**config.mk**
```make
export PLATFORM = sky130hd
export DESIGN_NAME = axi4_burst_slave_mem
export DESIGN_NICKNAME = d
export VERILOG_FILES = /design/src/rtl/axi4_burst_slave_mem.sv
export SDC_FILE = /design/constraint.sdc
export NUM_CORES = 1
export LEC_CHECK = 0
export ABC_CLOCK_PERIOD_IN_PS = 30600
export CAP_MARGIN = 20
export CORE_MARGIN = 2
export CORE_UTILIZATION = 60
export CTS_CLUSTER_SIZE = 12
export DETAILED_ROUTE_END_ITERATION = 10
export MAX_ROUTING_LAYER = met4
export PLACE_DENSITY_LB_ADDON = 0.12
export SLEW_MARGIN = 10
export SYNTH_ARGS = -nofsm -noshare
export SYNTH_HDL_FRONTEND = slang
export SYNTH_SLANG_ARGS = --single-unit
export TNS_END_PERCENT = 100
```
**constraint.sdc**
```tcl
create_clock -name ACLK -period 30.6 [get_ports ACLK]
set_input_delay 6.12 -clock ACLK [delete_from_list [all_inputs] [get_ports ACLK]]
set_output_delay 6.12 -clock ACLK [all_outputs]
set_load 0.05 [all_outputs]
```
**src/rtl/axi4_burst_slave_mem.sv**
```systemverilog
// axi4_burst_slave_mem: AXI4 burst slave (INCR/FIXED/WRAP) backed by a small register word memory
module axi4_burst_slave_mem #(
  parameter int C_S_AXI_ID_WIDTH   = 1,
  parameter int C_S_AXI_DATA_WIDTH = 32,
  parameter int C_S_AXI_ADDR_WIDTH = 8,
  parameter int MEM_WORDS_LOG2     = 4
) (
  input  logic                            ACLK,
  input  logic                            ARESET,
  input  logic [C_S_AXI_ID_WIDTH-1:0]     S_AXI_AWID,
  input  logic [C_S_AXI_ADDR_WIDTH-1:0]   S_AXI_AWADDR,
  input  logic [7:0]                      S_AXI_AWLEN,
  input  logic [2:0]                      S_AXI_AWSIZE,
  input  logic [1:0]                      S_AXI_AWBURST,
  input  logic                            S_AXI_AWVALID,
  output logic                            S_AXI_AWREADY,
  input  logic [C_S_AXI_DATA_WIDTH-1:0]   S_AXI_WDATA,
  input  logic [C_S_AXI_DATA_WIDTH/8-1:0] S_AXI_WSTRB,
  input  logic                            S_AXI_WLAST,
  input  logic                            S_AXI_WVALID,
  output logic                            S_AXI_WREADY,
  output logic [C_S_AXI_ID_WIDTH-1:0]     S_AXI_BID,
  output logic [1:0]                      S_AXI_BRESP,
  output logic                            S_AXI_BVALID,
  input  logic                            S_AXI_BREADY,
  input  logic [C_S_AXI_ID_WIDTH-1:0]     S_AXI_ARID,
  input  logic [C_S_AXI_ADDR_WIDTH-1:0]   S_AXI_ARADDR,
  input  logic [7:0]                      S_AXI_ARLEN,
  input  logic [2:0]                      S_AXI_ARSIZE,
  input  logic [1:0]                      S_AXI_ARBURST,
  input  logic                            S_AXI_ARVALID,
  output logic                            S_AXI_ARREADY,
  output logic [C_S_AXI_ID_WIDTH-1:0]     S_AXI_RID,
  output logic [C_S_AXI_DATA_WIDTH-1:0]   S_AXI_RDATA,
  output logic [1:0]                      S_AXI_RRESP,
  output logic                            S_AXI_RLAST,
  output logic                            S_AXI_RVALID,
  input  logic                            S_AXI_RREADY
);
  localparam int IW = C_S_AXI_ID_WIDTH;
  localparam int AW = C_S_AXI_ADDR_WIDTH;
  localparam int DW = C_S_AXI_DATA_WIDTH;
  typedef enum logic [2:0] {IDLE, WADDR, WDATA, WRESP, RADDR, RDATA} state_t;
  state_t state_q, state_d;
  logic prio_w_q, prio_w_d;
  logic [IW-1:0] id_q, id_d;
  logic [AW-1:0] addr_q, addr_d, addr_nxt, wmask;
  logic [7:0] len_q, len_d, cnt_q, cnt_d;
  logic [1:0] burst_q, burst_d;
  logic err_q, err_d;
  logic [DW-1:0] mem_q [2**MEM_WORDS_LOG2];
  logic [MEM_WORDS_LOG2-1:0] widx;
  logic last, is_w, ax_valid, wrap_ok;
  logic [IW-1:0] ax_id;
  logic [AW-1:0] ax_addr;
  logic [7:0] ax_len;
  logic [2:0] ax_size;
  logic [1:0] ax_burst;
  assign is_w     = state_q == WADDR;
  assign ax_valid = is_w ? S_AXI_AWVALID : S_AXI_ARVALID;
  assign ax_id    = is_w ? S_AXI_AWID : S_AXI_ARID;
  assign ax_addr  = is_w ? S_AXI_AWADDR : S_AXI_ARADDR;
  assign ax_len   = is_w ? S_AXI_AWLEN : S_AXI_ARLEN;
  assign ax_size  = is_w ? S_AXI_AWSIZE : S_AXI_ARSIZE;
  assign ax_burst = is_w ? S_AXI_AWBURST : S_AXI_ARBURST;
  assign wrap_ok  = ax_len inside {8'd1, 8'd3, 8'd7, 8'd15};
  assign widx     = addr_q[MEM_WORDS_LOG2+1:2];
  assign last     = cnt_q == len_q;
  // burst_q holds the effective type: 0 FIXED, 1 INCR, 2 legal WRAP
  assign wmask    = AW'({len_q, 2'b11});
  assign addr_nxt = burst_q == 2'b00 ? addr_q :
                    burst_q == 2'b10 ? (addr_q & ~wmask) | ((addr_q + AW'(4)) & wmask) :
                    addr_q + AW'(4);
  always_comb begin
    state_d = state_q;
    prio_w_d = prio_w_q;
    id_d = id_q;
    addr_d = addr_q;
    len_d = len_q;
    cnt_d = cnt_q;
    burst_d = burst_q;
    err_d = err_q;
    S_AXI_AWREADY = 1'b0;
    S_AXI_ARREADY = 1'b0;
    S_AXI_WREADY = 1'b0;
    S_AXI_BVALID = 1'b0;
    S_AXI_BID = '0;
    S_AXI_BRESP = 2'b00;
    S_AXI_RVALID = 1'b0;
    S_AXI_RID = '0;
    S_AXI_RDATA = '0;
    S_AXI_RRESP = 2'b00;
    S_AXI_RLAST = 1'b0;
    case (state_q)
      IDLE:
        if (S_AXI_AWVALID && (!S_AXI_ARVALID || prio_w_q)) begin
          state_d = WADDR;
          prio_w_d = S_AXI_ARVALID ? 1'b0 : prio_w_q;
        end else if (S_AXI_ARVALID) begin
          state_d = RADDR;
          prio_w_d = S_AXI_AWVALID ? 1'b1 : prio_w_q;
        end
      WADDR, RADDR: begin
        S_AXI_AWREADY = is_w;
        S_AXI_ARREADY = !is_w;
        if (ax_valid) begin
          state_d = is_w ? WDATA : RDATA;
          id_d = ax_id;
          addr_d = ax_addr;
          len_d = ax_len;
          cnt_d = '0;
          burst_d = ax_burst == 2'b00 ? 2'b00 : (ax_burst == 2'b10 && wrap_ok) ? 2'b10 : 2'b01;
          err_d = ax_size != 3'd2 || (ax_burst == 2'b10 && !wrap_ok);
        end
      end
      WDATA: begin
        S_AXI_WREADY = 1'b1;
        if (S_AXI_WVALID) begin
          addr_d = addr_nxt;
          cnt_d = cnt_q + 8'd1;
          err_d = err_q || (S_AXI_WLAST != last);
          state_d = last ? WRESP : WDATA;
        end
      end
      WRESP: begin
        S_AXI_BVALID = 1'b1;
        S_AXI_BID = id_q;
        S_AXI_BRESP = err_q ? 2'b10 : 2'b00;
        state_d = S_AXI_BREADY ? IDLE : WRESP;
      end
      RDATA: begin
        S_AXI_RVALID = 1'b1;
        S_AXI_RID = id_q;
        S_AXI_RDATA = mem_q[widx];
        S_AXI_RRESP = err_q ? 2'b10 : 2'b00;
        S_AXI_RLAST = last;
        if (S_AXI_RREADY) begin
          addr_d = addr_nxt;
          cnt_d = cnt_q + 8'd1;
          state_d = last ? IDLE : RDATA;
        end
      end
      default: state_d = IDLE;
    endcase
  end
  always_ff @(posedge ACLK or posedge ARESET)
    if (ARESET) begin
      state_q <= IDLE;
      prio_w_q <= 1'b1;
      id_q <= '0;
      addr_q <= '0;
      len_q <= '0;
      cnt_q <= '0;
      burst_q <= '0;
      err_q <= 1'b0;
    end else begin
      state_q <= state_d;
      prio_w_q <= prio_w_d;
      id_q <= id_d;
      addr_q <= addr_d;
      len_q <= len_d;
      cnt_q <= cnt_d;
      burst_q <= burst_d;
      err_q <= err_d;
    end
  always_ff @(posedge ACLK or posedge ARESET)
    if (ARESET) begin
      for (int i = 0; i < 2**MEM_WORDS_LOG2; i++) mem_q[i] <= '0;
    end else if (state_q == WDATA && S_AXI_WVALID) begin
      for (int b = 0; b < DW/8; b++)
        if (S_AXI_WSTRB[b]) mem_q[widx][8*b +: 8] <= S_AXI_WDATA[8*b +: 8];
    end
endmodule
```
==> results.json <==
{
  "dp.cells": 2253,
  "syn_area_per_cell_um2": 16.5,
  "worstPathArrival_ns": 4.74,
  "hold_start": "prio_w_q",
  "ff2ff_path_depth": 6,
  "hold_viol": 0,
  "postPlaceCellArea_mm2": 0.0286,
  "cts_tree": "yes",
  "ir_drop_v": 0.0000662,
  "routed_via_density": 6.13,
  "fin_nets": 1813,
  "antenna_left": 0,
  "rsz0062_at_grt": "false",
  "antenna_found_initial": 4,
  "dr.pass1.iters": 5,
  "synth-seq-cells": 540,
  "wl_um": 59200,
  "synth_edf_count": 0,
  "stdcell_area_mm2": 0.0304,
  "clk_pin_slew_ns": 0.06,
  "ys.flop_type": "dfrtp_1",
  "use_met3": 0.0442,
  "layout.cells.non_filler": 2352,
  "cts_hold_buf": 0,
  "relSlewSlack": 0.252,
  "grt_first_pass_wirelength_um": 94500,
  "num_vias": 14400,
  "grt_max_degree": 165,
  "worst_slew_pin_slew_ns": 1.12,
  "netlist_instances": 1636,
  "root_buffer": "clkbuf_16",
  "worstPathRequired_ns": 24.48,
  "skew_ns": 0.0148,
  "startpoint_type": "flop",
  "use_met2": 0.425,
  "tns_ns": 0,
  "grt_overflow_total": 0,
  "placementRows": 77,
  "cts.sinks": 540,
  "gp_congestion": 0.871,
  "power.density_mw_per_mm2": 77.6,
  "ys_seq_area_frac": 0.499,
  "port_buffers": 121,
  "hold_ws_ns": 0.484,
  "cts_setup_buffers": 0,
  "hold_path_class": "flop to flop",
  "layout-drive-gt1-share": 0.472,
  "cts_buffers": 56,
  "first_global_vias": 15700,
  "dp_hpwl_um": 35200,
  "p_leak_nw": 14.8,
  "post-route-period-util": 0.355,
  "yosys_warnings": 0,
  "ff2ff_setup_slack_ns": 26.32,
  "drv_slew": 0,
  "drc": 0,
  "htreeDepth": 2,
  "cp_max_fo": 65,
  "finalCriticalPeriod_ns": 10.86,
  "hold-path-cell-count": 1,
  "endpoint_kind": "output pin",
  "fmax_mhz": 92.1,
  "grt_use_met1": 0.379,
  "status": "complete, no violations",
  "die_h_um": 216,
  "clk_latency_ns": 0.60,
  "maxCapViolCount": 0,
  "start_util": 0.609,
  "drt_iter0_drc": 1036,
  "path_class": "flop to output pin",
  "grt_use_total": 0.273,
  "setup_violations": 0,
  "yosys.cell_types.count": 58,
  "ios": 132,
  "synth_area_mm2": 0.0271,
  "area_growth_pct": 12.5,
  "clockBufferDepth": 3,
  "fp.dieW_um": 216,
  "fp.dieArea_mm2": 0.0468,
  "wl_per_cell_um": 25.2,
  "cts.repair.resized": 0,
  "core_area_mm2": 0.0444,
  "synthArstFlopShare": 1.00,
  "busiest_layer": "met2"
}
[path summary, 6_finish.rpt]
kind,end
worst min-delay path,prio_w_q
worst max-delay path,S_AXI_RDATA[4]
min in group asynchronous,mem_q[472]
worst max register to register,mem_q[161]
worst min register to register,prio_w_q
max in group asynchronous,async pin
[critical path, stage by stage (launching register included)]
cell and delay, ns:
dfrtp_4 0.49, buf_4 0.84, buf_4 0.88, mux4_2 0.43
mux4_2 0.53, and2_1 0.18, clkdlybuf4s50_1 0.71
[cells by family after synthesis]
group / synth area share
XOR/XNOR: 0.00583
AND/OR/NAND/NOR: 0.0627
AO/OA/AOI/OAI: 0.0146
other: 0.000139
buffers and inverters: 0.0212
multiplexers: 0.394
adder cells (fa/ha/maj): 0.00231
flip-flops: 0.499
[cells in the mapped netlist (all sizes together), types with 3 or more instances]
| master | count | share of area |
|---|---|---|
| mux2i | 4 | 0.0015 |
| o21ai | 10 | 0.0018 |
| buf | 35 | 0.0092 |
| inv | 10 | 0.0014 |
| clkbuf | 75 | 0.010 |
| nand4 | 6 | 0.0014 |
| nor3 | 4 | 0.00074 |
| o31ai | 3 | 0.00083 |
| nor2 | 31 | 0.0043 |
| nand2b | 4 | 0.00092 |
| ha | 5 | 0.0023 |
| mux4 | 160 | 0.13 |
| nand2 | 89 | 0.037 |
| a211oi | 4 | 0.0011 |
| o211ai | 3 | 0.00083 |
| mux2 | 516 | 0.26 |
| a21oi | 9 | 0.0017 |
| nor2b | 5 | 0.0012 |
| nand3b | 3 | 0.00083 |
| and3 | 12 | 0.0028 |
| xnor2 | 10 | 0.0032 |
| and2 | 46 | 0.011 |
| a31oi | 10 | 0.0023 |
| xor2 | 8 | 0.0026 |
| dfrtp | 539 | 0.50 |
| nand3 | 3 | 0.00055 |
| o32ai | 3 | 0.00097 |
[registers in the layout (all words and copies together) (netlist names), named ones only]
register  count
prio_w_q      1
len_q         8
mem_q       512
cnt_q         8
id_q          1
burst_q       2
addr_q        1
state_q       3
err_q         1
[routing by layer]
layer	part of all wire	up-vias
li1	-	6241
met1	0.44	7756
met2	0.49	334
met3	0.048	93
met4	0.023	0
met5	0	-
[power by group]
group | internal (W) | total [W] | switching (W)
Combinational | 0.000387 | 0.000697 | 0.000309
Sequential | 0.000875 | 0.000991 | 0.000115
Clock | 0.000402 | 0.000677 | 0.000275
[metrics by stage]
step	total power, W	worst slack (ns)	util
finish	0.00236	19.74	0.686
global route	0.00248	19.62	0.686
CTS	0.00238	19.73	0.685
detailed placement	0.00170	20.37	0.644
global placement	0.00167	20.35	0.644
floorplan	0.00154	9.39	-
[layout make-up]
cell class | count | area, um^2
diodes | 3 | 7.51
repair buffers | 135 | 1340
clock inverters | 9 | 145
fillers | 2948 | 14000
well taps | 592 | 741
clock buffers | 86 | 1660
inverters | 11 | 50.0
flip-flops and latches | 540 | 13500
multi-input cells | 976 | 13000
[cell usage in the layout (no fill, tap or decap), drive strengths merged, types with 3 or more instances in the layout]
cell,n
a211oi,4
ha,5
clkinv,6
a31oi,10
nor2,31
dfrtp,539
o21ai,10
nand3,3
and3,12
nand3b,3
o32ai,3
clkbuf,86
and2,46
mux2,516
inv,10
bufinv,4
mux4,160
xnor2,10
nand4,6
a21oi,9
nand2,89
nor2b,5
o31ai,3
nand2b,4
mux2i,4
xor2,8
clkdlybuf4s50,121
nor3,4
buf,14
o211ai,3
diode,3
Power figures use the tool's default switching activity.
